--- config.mk ---
export PLATFORM = sky130hd
export DESIGN_NAME = regfile_write_arbiter
export DESIGN_NICKNAME = d
export VERILOG_FILES = /design/src/rtl/regfile_write_arbiter.sv
export SDC_FILE = /design/constraint.sdc
export NUM_CORES = 1
export LEC_CHECK = 0
export BUFFER_PORTS_ARGS = -buffer_cell sky130_fd_sc_hd__buf_2
export CORE_MARGIN = 3
export CORE_UTILIZATION = 40
export CTS_BUF_LIST = sky130_fd_sc_hd__clkbuf_8
export DETAILED_ROUTE_END_ITERATION = 7
export PLACE_DENSITY = 0.65
export SYNTH_ARGS = -nofsm -noshare
export SYNTH_HDL_FRONTEND = slang
export SYNTH_SLANG_ARGS = --single-unit
--- constraint.sdc ---
create_clock -name clk_i -period 4.5 [get_ports clk_i]
set_clock_uncertainty 0.2 [all_clocks]
set_input_delay 0.45 -clock clk_i [delete_from_list [all_inputs] [get_ports clk_i]]
set_output_delay 0.45 -clock clk_i [all_outputs]
set_load 0.005 [all_outputs]
--- src/rtl/regfile_write_arbiter.sv ---
// rtl/regfile_write_arbiter.sv - shares the register-file write port between WB and an in-order multi-cycle result FIFO
// Optional forced-drain starvation guard: `define STARVE_GUARD_EN
module regfile_write_arbiter #(
    parameter  int DATA_W       = 32,
    parameter  int ADDR_W       = 5,
    parameter  int FIFO_DEPTH   = 4,
    parameter  int STARVE_LIMIT = 8,
    localparam int PTR_W        = $clog2(FIFO_DEPTH),
    localparam int CNT_W        = PTR_W + 1
) (
    input  logic              clk_i,
    input  logic              rst_ni,
    input  logic              wb_valid_i,
    input  logic [ADDR_W-1:0] wb_reg_i,
    input  logic [DATA_W-1:0] wb_data_i,
    input  logic              mc_valid_i,
    output logic              mc_ready_o,
    input  logic [ADDR_W-1:0] mc_reg_i,
    input  logic [DATA_W-1:0] mc_data_i,
    output logic              wb_stall_o,
    output logic              rf_we_o,
    output logic [ADDR_W-1:0] rf_waddr_o,
    output logic [DATA_W-1:0] rf_wdata_o,
    output logic [31:0]       pend_mask_o,
    output logic [CNT_W-1:0]  pend_count_o
);

    logic [ADDR_W-1:0]     reg_q  [FIFO_DEPTH];
    logic [DATA_W-1:0]     data_q [FIFO_DEPTH];
    logic [FIFO_DEPTH-1:0] live_q, live_d;
    logic [PTR_W-1:0]      rd_ptr_q, rd_ptr_d, wr_ptr_q, wr_ptr_d;
    logic [CNT_W-1:0]      count_q, count_d;
    logic                  rf_we_q, rf_we_d;
    logic [ADDR_W-1:0]     rf_waddr_q, rf_waddr_d;
    logic [DATA_W-1:0]     rf_wdata_q, rf_wdata_d;
    logic                  full, head_valid, head_live, force_drain;
    logic                  wb_grant, fifo_grant, push, pop;

    assign full       = (count_q == CNT_W'(FIFO_DEPTH));
    assign head_valid = (count_q != '0);
    assign head_live  = head_valid && live_q[rd_ptr_q];

`ifdef STARVE_GUARD_EN
    localparam int SC_W = $clog2(STARVE_LIMIT + 1);
    logic [SC_W-1:0] starve_q, starve_d;

    assign force_drain = head_live && (starve_q == SC_W'(STARVE_LIMIT));

    always_comb begin
        starve_d = starve_q;
        if (fifo_grant || !head_valid) begin
            starve_d = '0;
        end else if (wb_grant && head_live) begin
            starve_d = starve_q + SC_W'(1);
        end
    end

    always_ff @(posedge clk_i or negedge rst_ni) begin
        if (!rst_ni) starve_q <= '0;
        else         starve_q <= starve_d;
    end
`else
    assign force_drain = 1'b0;
`endif

    assign wb_stall_o = force_drain;
    assign mc_ready_o = !full;
    assign wb_grant   = wb_valid_i && (wb_reg_i != '0) && !force_drain;
    assign fifo_grant = !wb_grant && head_live;
    // A killed head is discarded even while WB owns the port.
    assign pop        = fifo_grant || (head_valid && !live_q[rd_ptr_q]);
    // Reg-0 results are accepted from the unit but never stored.
    assign push       = mc_valid_i && !full && (mc_reg_i != '0);

    always_comb begin
        live_d = live_q;
        if (wb_grant) begin
            for (int i = 0; i < FIFO_DEPTH; i++) begin
                if (reg_q[i] == wb_reg_i) live_d[i] = 1'b0;
            end
        end
        if (pop)  live_d[rd_ptr_q] = 1'b0;
        if (push) live_d[wr_ptr_q] = 1'b1;

        rd_ptr_d = pop  ? rd_ptr_q + PTR_W'(1) : rd_ptr_q;
        wr_ptr_d = push ? wr_ptr_q + PTR_W'(1) : wr_ptr_q;
        count_d  = count_q + CNT_W'(push) - CNT_W'(pop);

        rf_we_d    = wb_grant || fifo_grant;
        rf_waddr_d = '0;
        rf_wdata_d = '0;
        if (wb_grant) begin
            rf_waddr_d = wb_reg_i;
            rf_wdata_d = wb_data_i;
        end else if (fifo_grant) begin
            rf_waddr_d = reg_q[rd_ptr_q];
            rf_wdata_d = data_q[rd_ptr_q];
        end
    end

    always_comb begin
        pend_mask_o = '0;
        for (int i = 0; i < FIFO_DEPTH; i++) begin
            if (live_q[i]) pend_mask_o[reg_q[i]] = 1'b1;
        end
    end

    always_ff @(posedge clk_i or negedge rst_ni) begin
        if (!rst_ni) begin
            live_q     <= '0;
            rd_ptr_q   <= '0;
            wr_ptr_q   <= '0;
            count_q    <= '0;
            rf_we_q    <= 1'b0;
            rf_waddr_q <= '0;
            rf_wdata_q <= '0;
        end else begin
            live_q     <= live_d;
            rd_ptr_q   <= rd_ptr_d;
            wr_ptr_q   <= wr_ptr_d;
            count_q    <= count_d;
            rf_we_q    <= rf_we_d;
            rf_waddr_q <= rf_waddr_d;
            rf_wdata_q <= rf_wdata_d;
        end
    end

    // Payload storage needs no reset; live_q qualifies every slot.
    always_ff @(posedge clk_i) begin
        if (push) begin
            reg_q[wr_ptr_q]  <= mc_reg_i;
            data_q[wr_ptr_q] <= mc_data_i;
        end
    end

    assign rf_we_o      = rf_we_q;
    assign rf_waddr_o   = rf_waddr_q;
    assign rf_wdata_o   = rf_wdata_q;
    assign pend_count_o = count_q;

endmodule

# [After elaboration in Yosys (flattened, before gate mapping)]
# Memories as Yosys holds them, arrays and structs flattened.
# Cells that the tools add are included.
[op_classes] addsub=4 n_lt_le_gt_ge=12 eq_ne=5 mux=31 bitwise_logic=6 n_reduce_logical=20
[op_table] operator="$mux W32" n=6
[op_table] operator="$or A32 B32 Y32" n=3
[op_table] operator="$lt A5 B6 Y1 const B" n=4
[op_table] operator="$demux W1 S5" n=4
[op_table] operator="$eq A5 B5 Y1" n=4
[op_table] operator="$ge A5 B1 Y1 const B" n=4
[op_table] operator="$mux W1" n=13
[op_table] operator="$logic_and A1 B1 Y1" n=12
[op_table] operator="$mux W4" n=3
[op_table] operator="$mux W5" n=2
[op_table] operator="$reduce_bool A5 Y1" n=2
[op_table] operator="$lt A2 B3 Y1 const B" n=2
[op_table] operator="$add A2 B1 Y2 const B" n=2
[op_table] operator="$and A4 B4 Y4" n=1
[op_table] operator="$demux W1 S2" n=2
[op_table] operator="$ge A2 B1 Y1 const B" n=2
[op_table] operator="$not A4 Y4" n=1
[op_table] operator="$or A4 B4 Y4" n=1
[op_table] operator="$add A3 B1 Y3" n=1
[op_table] operator="$eq A3 B3 Y1 const B" n=1
[op_table] operator="$logic_not A1 Y1" n=3
[op_table] operator="$reduce_bool A3 Y1" n=1
[op_table] operator="$sub A3 B1 Y3" n=1
[op_table] operator="$bmux W1 S2" n=1
[op_table] operator="$logic_or A1 B1 Y1" n=2
[totals] ff_bits=49 ram_bits=148 input_bits=78 out_inout_bits=75 elab_cells=87 mem_count=2
[memory_table] memory="data_q" depth=4 width=32 read_ports=1 rd_ports_with_merged_regs=0 write_ports=1 line="29" text="logic [DATA_W-1:0] data_q [FIFO_DEPTH];"
[memory_table] memory="reg_q" depth=4 width=5 read_ports=5 rd_ports_with_merged_regs=0 write_ports=1 line="28" text="logic [ADDR_W-1:0] reg_q [FIFO_DEPTH];"

# [Longest topological paths before layout]
# Gate-level depths: netlist (run 1).
# An unclocked memory read counts as a cell.
[logic_depth] ltp_word=12 mapped_depth=11

# [Least setup slack after synthesis (run 1)]
# OpenSTA, ideal clock, no wires.
[synth_timing] path_type="in2reg" start="input port wb_reg_i[3]" end="register count_q[2] (netlist: pend_count_o[2])" arrival_ps=2546 setup_slack_ps=1631 path_stages=11 path_buffers=2 cell_sequence="buf_2 or4_4 o21a_1 buf_6 a21boi_4 ha_1 inv_1 ha_1 fa_1 xnor2_1 xnor2_1"
[synth_between] elab_chain_cells=6
[synth_lines] item="start: declaration" line="14" text="input logic [ADDR_W-1:0] wb_reg_i,"
[synth_lines] item="$reduce_bool A5 Y1" line="68" text="assign wb_grant = wb_valid_i && (wb_reg_i != '0) && !force_drain;"
[synth_lines] item="$logic_and A1 B1 Y1" line="68"
[synth_lines] item="$logic_not A1 Y1" line="69" text="assign fifo_grant = !wb_grant && head_live;"
[synth_lines] item="$logic_and A1 B1 Y1" line="69"
[synth_lines] item="$logic_or A1 B1 Y1" line="71" text="assign pop = fifo_grant || (head_valid && !live_q[rd_ptr_q]);"
[synth_lines] item="$sub A3 B1 Y3" line="87" text="count_d = count_q + CNT_W'(push) - CNT_W'(pop);"
[synth_lines] item="via count_d[2]" line="32" text="logic [CNT_W-1:0] count_q, count_d;"
[synth_lines] item="end signal: assignment" line="121" text="count_q <= count_d;"
[synth_lines] item="end: declaration" line="32"
# The timed path passes the listed nets, and every way through them passes these cells.
# A chain may end at the register's enable or synchronous reset.

# [Worst setup path in the final report (run 1)]
[layout_timing] start="input port wb_reg_i[4]" end="register count_q[2] (netlist: pend_count_o[2])"
# Same word-level chain as after synthesis.

==> results of run 1 <==
==> worst paths after layout <==
| check | to | depth (start not counted) | slack (ns) | start |
|---|---|---|---|---|
| worst max-delay path | pend_count_o[2] | 10 | 1.63 | wb_reg_i[4] |
| worst min-delay path | rf_wdata_o[23] | 2 | 0.04 | wb_data_i[23] |
| worst max register to register | pend_count_o[2] | 8 | 1.89 | pend_count_o[0] |
| worst min register to register | pend_count_o[0] | 1 | 0.40 | pend_count_o[0] |
| max in group asynchronous | rd_ptr_q[0] | 3 | 3.11 | rst_ni |
| min in group asynchronous | rf_waddr_o[1] | 3 | 0.47 | rst_ni |
==> routing by layer <==
layer	track usage	vias up	wire (um)
met1	0.236	2845	8470
met4	0.0475	2	297
met3	0.0488	33	1850
met2	0.319	309	11100
met5	0	-	13
li1	-	2491	-
==> per-stage QoR <==
stage	instances	utilization	setup WS, ns
finish	997	0.501	1.63
global route	997	0.501	1.51
CTS	995	0.500	1.64
detailed placement	904	0.452	1.15
global placement	904	0.452	1.23
floorplan	514	-	1.63
==> cells in the mapped netlist, types with 3 or more instances <==
| cell | count | area (um^2) |
|---|---|---|
| edfxtp_1 | 148 | 4440 |
| nand2_1 | 13 | 48.8 |
| nand3_1 | 8 | 40.0 |
| nand3b_1 | 10 | 75.1 |
| o22ai_1 | 16 | 100 |
| and3b_1 | 6 | 52.6 |
| xor2_1 | 8 | 70.1 |
| buf_8 | 3 | 45.0 |
| xnor2_1 | 16 | 140 |
| buf_2 | 8 | 40.0 |
| o221ai_1 | 16 | 140 |
| ha_1 | 10 | 125 |
| clkbuf_1 | 25 | 93.8 |
| o41ai_1 | 4 | 35.0 |
| inv_1 | 8 | 30.0 |
| nor2_1 | 10 | 37.5 |
| a221o_1 | 16 | 160 |
| and3_1 | 4 | 25.0 |
| and2_1 | 4 | 25.0 |
| o21bai_1 | 4 | 30.0 |
| a22o_1 | 37 | 324 |
| nor3b_1 | 8 | 60.1 |
| or3b_2 | 7 | 61.3 |
| dfrtp_1 | 49 | 1230 |
| or3_1 | 4 | 25.0 |
| mux4_2 | 38 | 856 |
| a22oi_1 | 16 | 120 |
==> cells by family after synthesis <==
kind of cell	count (synthesis)	share of synthesized area
XOR/XNOR	24	0.0244
adder cells (fa/ha/maj)	11	0.0169
multiplexers	39	0.101
AND/OR/NAND/NOR	78	0.0572
AO/OA/AOI/OAI	115	0.112
flip-flops	197	0.659
buffers and inverters	49	0.0287
other	1	0.000436
==> worst max-delay path, cell delays in order <==
cell      delay (ns)
buf_2           0.16
or4_4           0.56
o21a_2          0.51
a21boi_4        0.29
ha_1            0.14
inv_1           0.04
ha_1            0.18
fa_1            0.38
xnor2_1         0.19
xnor2_1         0.13
==> area by class of cell <==
cell class	instances	area share
repair buffers	217	0.133
clock buffers	17	0.0221
multi-input cells	268	0.255
inverters	8	0.00284
clock inverters	15	0.0180
well taps	275	0.0326
flip-flops and latches	197	0.537
==> state kept, by name, summed over array words and instances, names as in the netlist <==
register / cells
live_q: 4
rf_waddr_o: 5
data_q: 128
wr_ptr_q: 2
reg_q: 20
rf_wdata_o: 32
rd_ptr_q: 2
rf_we_o: 1
pend_count_o: 3
==> power breakdown <==
| part | total (W) | switching [W] | internal (W) |
|---|---|---|---|
| clock | 0.00117 | 0.000649 | 0.000519 |
| sequential | 0.00262 | 0.000208 | 0.00241 |
| combinational | 0.00184 | 0.00100 | 0.000834 |
| total | 0.00563 | 0.00186 | 0.00377 |
==> layout by cell type (no fill, tap or decap), types with 5 or more instances in the layout <==
cell,synthesis,layout
nand2_1,13,13
or3b_2,7,7
dlygate4sd3_1,0,61
nand3b_1,10,10
a221o_1,16,16
ha_1,10,10
inv_1,8,8
nor3b_1,8,8
nor2_1,10,10
buf_2,8,151
dfrtp_1,49,47
o22ai_1,16,16
nand3_1,8,8
buf_4,1,5
o221ai_1,16,16
and3b_1,6,6
a22o_1,37,37
mux4_2,38,38
xnor2_1,16,16
xor2_1,8,8
edfxtp_1,148,148
a22oi_1,16,16
clkbuf_8,0,17
==> what timing repair did <==
action,in CTS,in global routing
hold buffers,59,2
gates resized for setup,0,0
setup buffers,0,0
hold endpoints to repair,203,2
==> results.sh, run 1 <==
export IMPL_status="complete, no violations"
export IMPL_syn_area_per_cell_um2=16.7
export IMPL_final_setup_tns_ns=0
export IMPL_grt_first_pass_wirelength_mm=33.7
export IMPL_synth_edf_count=148
export IMPL_finalCritPeriodShare=0.638
export IMPL_cap_viol_max_count=0
export IMPL_clock_sinks=197
export IMPL_ys_async_sr_fraction=0.249
export IMPL_syn_to_final_growth_pct=22.8
export IMPL_drt_iter0_markers=431
export IMPL_worstMarginPinSlew_ns=1.11
export IMPL_hold_slack_ns=0.0373
export IMPL_cts_buffer_depth=2
export IMPL_wl_per_cell_um=21.8
export IMPL_ant_nets=0
export IMPL_grtUsageTotal=0.186
export IMPL_ir_drop_mv=0.296
export IMPL_cp_max_fo=34
export IMPL_cp_end_kind="register"
export IMPL_io_buffers=151
export IMPL_ys_seq_area_frac=0.659
export IMPL_diodes=0
export IMPL_grt_overflow_total=0
export IMPL_post_drt_via_cell_ratio=5.70
export IMPL_clk_latency_ns=0.45
export IMPL_cts_root_buf="clkbuf_8"
export IMPL_coreArea_um2=21100
export IMPL_h_tree_depth=4
export IMPL_initial_core_util=0.408
export IMPL_gp_congestion=0.863
export IMPL_std_cell_rows=53
export IMPL_register_area_um2=5670
export IMPL_hold_violations=0
export IMPL_die_area_um2=23300
export IMPL_drive_gt1_frac=0.337
export IMPL_critical_path_arrival_ns=3.04
export IMPL_start_kind="input port"
export IMPL_maxSlewViolCount=0
export IMPL_io_pins=153
export IMPL_cts_buffers=17
export IMPL_die_w_um=153
export IMPL_die_h_um=153
export IMPL_power_leakage_nw=4.04
export IMPL_worstSetupPathType="input port to register"
export IMPL_tritoncts="yes"
export IMPL_antenna_found_initial=1
export IMPL_multi_input_area_um2=2690
export IMPL_path_clk_slew_ns=0.10
export IMPL_hold_path_class="input port to register"
export IMPL_fill_cells=1811
export IMPL_syn_area_um2=8600
export IMPL_synth_warning_count=0
export IMPL_fin_nets=798
export IMPL_synth_fp_nets=603
export IMPL_first_global_vias=5958
export IMPL_ys_seq_elements=197
export IMPL_total_power_w=0.00563
export IMPL_fin_crit_ns=2.87
export IMPL_relSlewSlack=0.258
export IMPL_via_count=5680
export IMPL_wl_mm=21.7
export IMPL_place_area_um2=9530
export IMPL_cp_required_ns=4.67
export IMPL_power_density_nw_per_um2=533
export IMPL_grt_max_degree=50
export IMPL_synthCells=514
export IMPL_synthDistinctLibCells=41
export IMPL_setup_viol=0
export IMPL_synthFlopType="edfxtp_1"
export IMPL_drc=0
export IMPL_dp_hpwl_mm=13.6
export IMPL_first_pass_iters=5
export IMPL_max_freq_ghz=0.348
export IMPL_final_area_um2=10600
export IMPL_rsz0062_at_grt="false"
No activity file was read; power rests on OpenSTA's default activity.
==> run 2, diff against run 1 <==
ABC_AREA = 1   (was unset)
clock period = 2.8 ns   (was 4.5 ns; I/O delays follow)
==> run 2 against run 1 <==
Net effect:
- area after synthesis rose by 2.0%
- non-clock buffer count rose by 26
- register-to-register slack got worse by 1.7 ns
- sequential power rose by 61%
- largest power group unchanged
- utilization rose by 1.4 points
==> results.sh, run 2 <==
export IMPL_grt_overflow_total=0
export IMPL_crit_chain="inv_2 > nand2_1 > nand3_1 > nand2_2 > inv_1 > nand2_1 > nand2_1 > inv_1 > ha_1 > inv_1 > ha_1 > fa_1 > xor2_1"
export IMPL_std_cell_rows=53
export IMPL_worstMarginPinSlew_ns=0.742
export IMPL_hold_path_class="input port to register"
export IMPL_grtUsageTotal=0.193
export IMPL_first_global_vias=6752
export IMPL_busiest_layer="met2"
export IMPL_yosys_area_share_adder=0.0165
export IMPL_ys_seq_elements=197
export IMPL_power_leakage_nw=4.50
export IMPL_fin_crit_ns=2.58
export IMPL_synth_top_family_by_area="simple AND/OR/NAND/NOR gates"
export IMPL_slowest_delay_ns=0.51
export IMPL_fin_nets=1114
export IMPL_synthDistinctLibCells=28
export IMPL_regMostFlops="data_q"
export IMPL_synth_area_leaders="edfxtp_1 51%, dfrtp_1 14%, nand2_1 6.6%"
export IMPL_relSlewSlack=0.505
export IMPL_die_w_um=154
export IMPL_clk_latency_ns=0.46
export IMPL_synth_fp_nets=892
export IMPL_io_pins=153
export IMPL_max_freq_ghz=0.388
export IMPL_coreArea_um2=21300
export IMPL_hold_violations=0
export IMPL_die_area_um2=23700
export IMPL_die_h_um=154
export IMPL_power_density_nw_per_um2=853
export IMPL_finalCritPeriodShare=0.921
export IMPL_synth_edf_count=148
export IMPL_ys_seq_area_frac=0.646
export IMPL_cts_resized=0
export IMPL_cts_buffer_depth=2
export IMPL_antenna_found_initial=0
export IMPL_status="complete, no violations"
export IMPL_via_count=7030
export IMPL_cp_end_kind="register"
export IMPL_path_clk_slew_ns=0.10
export IMPL_ys_async_sr_fraction=0.249
export IMPL_cp_max_fo=15
export IMPL_syn_to_final_growth_pct=24.9
export IMPL_initial_core_util=0.412
export IMPL_synth_compound_area_frac=0.138
export IMPL_post_drt_via_cell_ratio=5.35
export IMPL_synthFlopType="edfxtp_1"
export IMPL_yosysMostFrequentCell="nand2_1"
export IMPL_drc=0
export IMPL_start_kind="register"
export IMPL_yosys_top_cells_count="155 x nand2_1, 148 x edfxtp_1, 80 x o21ai_0"
export IMPL_gp_congestion=0.925
export IMPL_synthCells=803
export IMPL_synth_top_area_frac=0.506
export IMPL_hold_buffers=74
export IMPL_synth_xor_area_share=0.0160
export IMPL_grt_max_degree=60
export IMPL_first_pass_iters=7
export IMPL_cpMaxStageDelayCell="dfrtp_2"
export IMPL_grt_use_met2=0.326
export IMPL_tritoncts="yes"
export IMPL_hold_slack_ns=0.0789
export IMPL_final_cell_mix="155 x nand2_1, 151 x buf_2, 148 x edfxtp_1, 80 x o21ai_0, 76 x nor2_1"
export IMPL_wl_mm=23.3
export IMPL_wl_per_cell_um=17.8
export IMPL_cap_viol_max_count=0
export IMPL_cts_setup_buffers=0
export IMPL_syn_area_um2=8770
export IMPL_final_core_util=0.515
export IMPL_layout_commonest_cell="nand2_1"
export IMPL_synth_simple_area_share=0.141
export IMPL_cts_buffers=17
export IMPL_synth_mux_area_frac=0
export IMPL_ant_nets=0
export IMPL_drt_iter0_markers=563
export IMPL_clock_sinks=197
export IMPL_io_buffers=151
export IMPL_worstSetupPathType="register to register"
export IMPL_grt_met3_usage=0.0411
export IMPL_grtUsageMet1=0.256
export IMPL_h_tree_depth=4
export IMPL_largest_register_ffs=128
export IMPL_syn_area_per_cell_um2=10.9
export IMPL_ir_drop_mv=0.458
export IMPL_cts_root_buf="clkbuf_8"
export IMPL_total_power_w=0.00935
export IMPL_dp_hpwl_mm=15.2
export IMPL_drive_gt1_frac=0.205
export IMPL_critical_path_arrival_ns=2.73
export IMPL_maxSlewViolCount=0
export IMPL_final_setup_tns_ns=0
export IMPL_grt_first_pass_wirelength_mm=36.1
export IMPL_synth_warning_count=0
export IMPL_cp_required_ns=2.95
export IMPL_yosys_area_top_type="edfxtp_1"
export IMPL_rsz0062_at_grt="false"
export IMPL_diodes=0
export IMPL_setup_viol=0
## run 2: per-layer routing
metal / part of all wire / vias up
met2: 0.49 / 317
met1: 0.42 / 3352
met3: 0.072 / 37
met5: 0 / -
met4: 0.013 / 0
li1: - / 3324
## run 2: worst paths after layout
check	cells past startpoint	start	slack, ns	endpoint
min	3	wb_reg_i[0]	0.08	rf_waddr_o[0]
max reg2reg	13	rd_ptr_q[0]	0.22	pend_count_o[2]
max in group asynchronous	3	rst_ni	1.41	rf_wdata_o[12]
min reg2reg	1	pend_count_o[0]	0.38	pend_count_o[0]
max	13	rd_ptr_q[0]	0.22	pend_count_o[2]
min in group asynchronous	2	rst_ni	0.21	rf_wdata_o[16]
## run 2: worst max-delay path: cells and delay by family (launching register included)
| family | cells | cell delay [ns] |
|---|---|---|
| and+or+nand+nor | 5 | 0.48 |
| buffers and inverters | 4 | 0.28 |
| xor gates and xnor gates | 1 | 0.17 |
| DFF | 1 | 0.51 |
| adders and majority gates | 3 | 0.82 |
## run 2: area by class of cell
cell class	count	area (um^2)
sequential	197	5670
clock buffer	17	234
fill	1879	10300
tap	275	344
clock inverter	15	125
multi-input combinational	519	2740
inverter	47	176
timing repair buffer	243	1670
## run 2: per-stage QoR
stage          std cells  worst slack, ns  area (um^2)
2_1_floorplan        803            0.274         8770
3_3_place_gp        1207            0.297         9860
3_5_place_dp        1207            0.265         9860
4_1_cts             1313            0.249        11000
5_1_grt             1313           0.0936        11000
6_report            1313            0.221        11000
## run 2: cells by family after synthesis
| kind of cell | Yosys count |
|---|---|
| compound gates | 190 |
| xor+xnor | 16 |
| fa+ha+maj | 11 |
| buf+inv | 87 |
| flops | 197 |
| other cells | 1 |
| simple gates | 301 |
## run 2: power breakdown
group / leakage [nW] / internal [W] / switching (W) / total [W]
Combinational: 2.37 / 0.00120 / 0.00227 / 0.00347
Clock: 0.174 / 0.000634 / 0.00104 / 0.00167
Sequential: 1.96 / 0.00390 / 0.000308 / 0.00421
Total: 4.50 / 0.00573 / 0.00362 / 0.00935
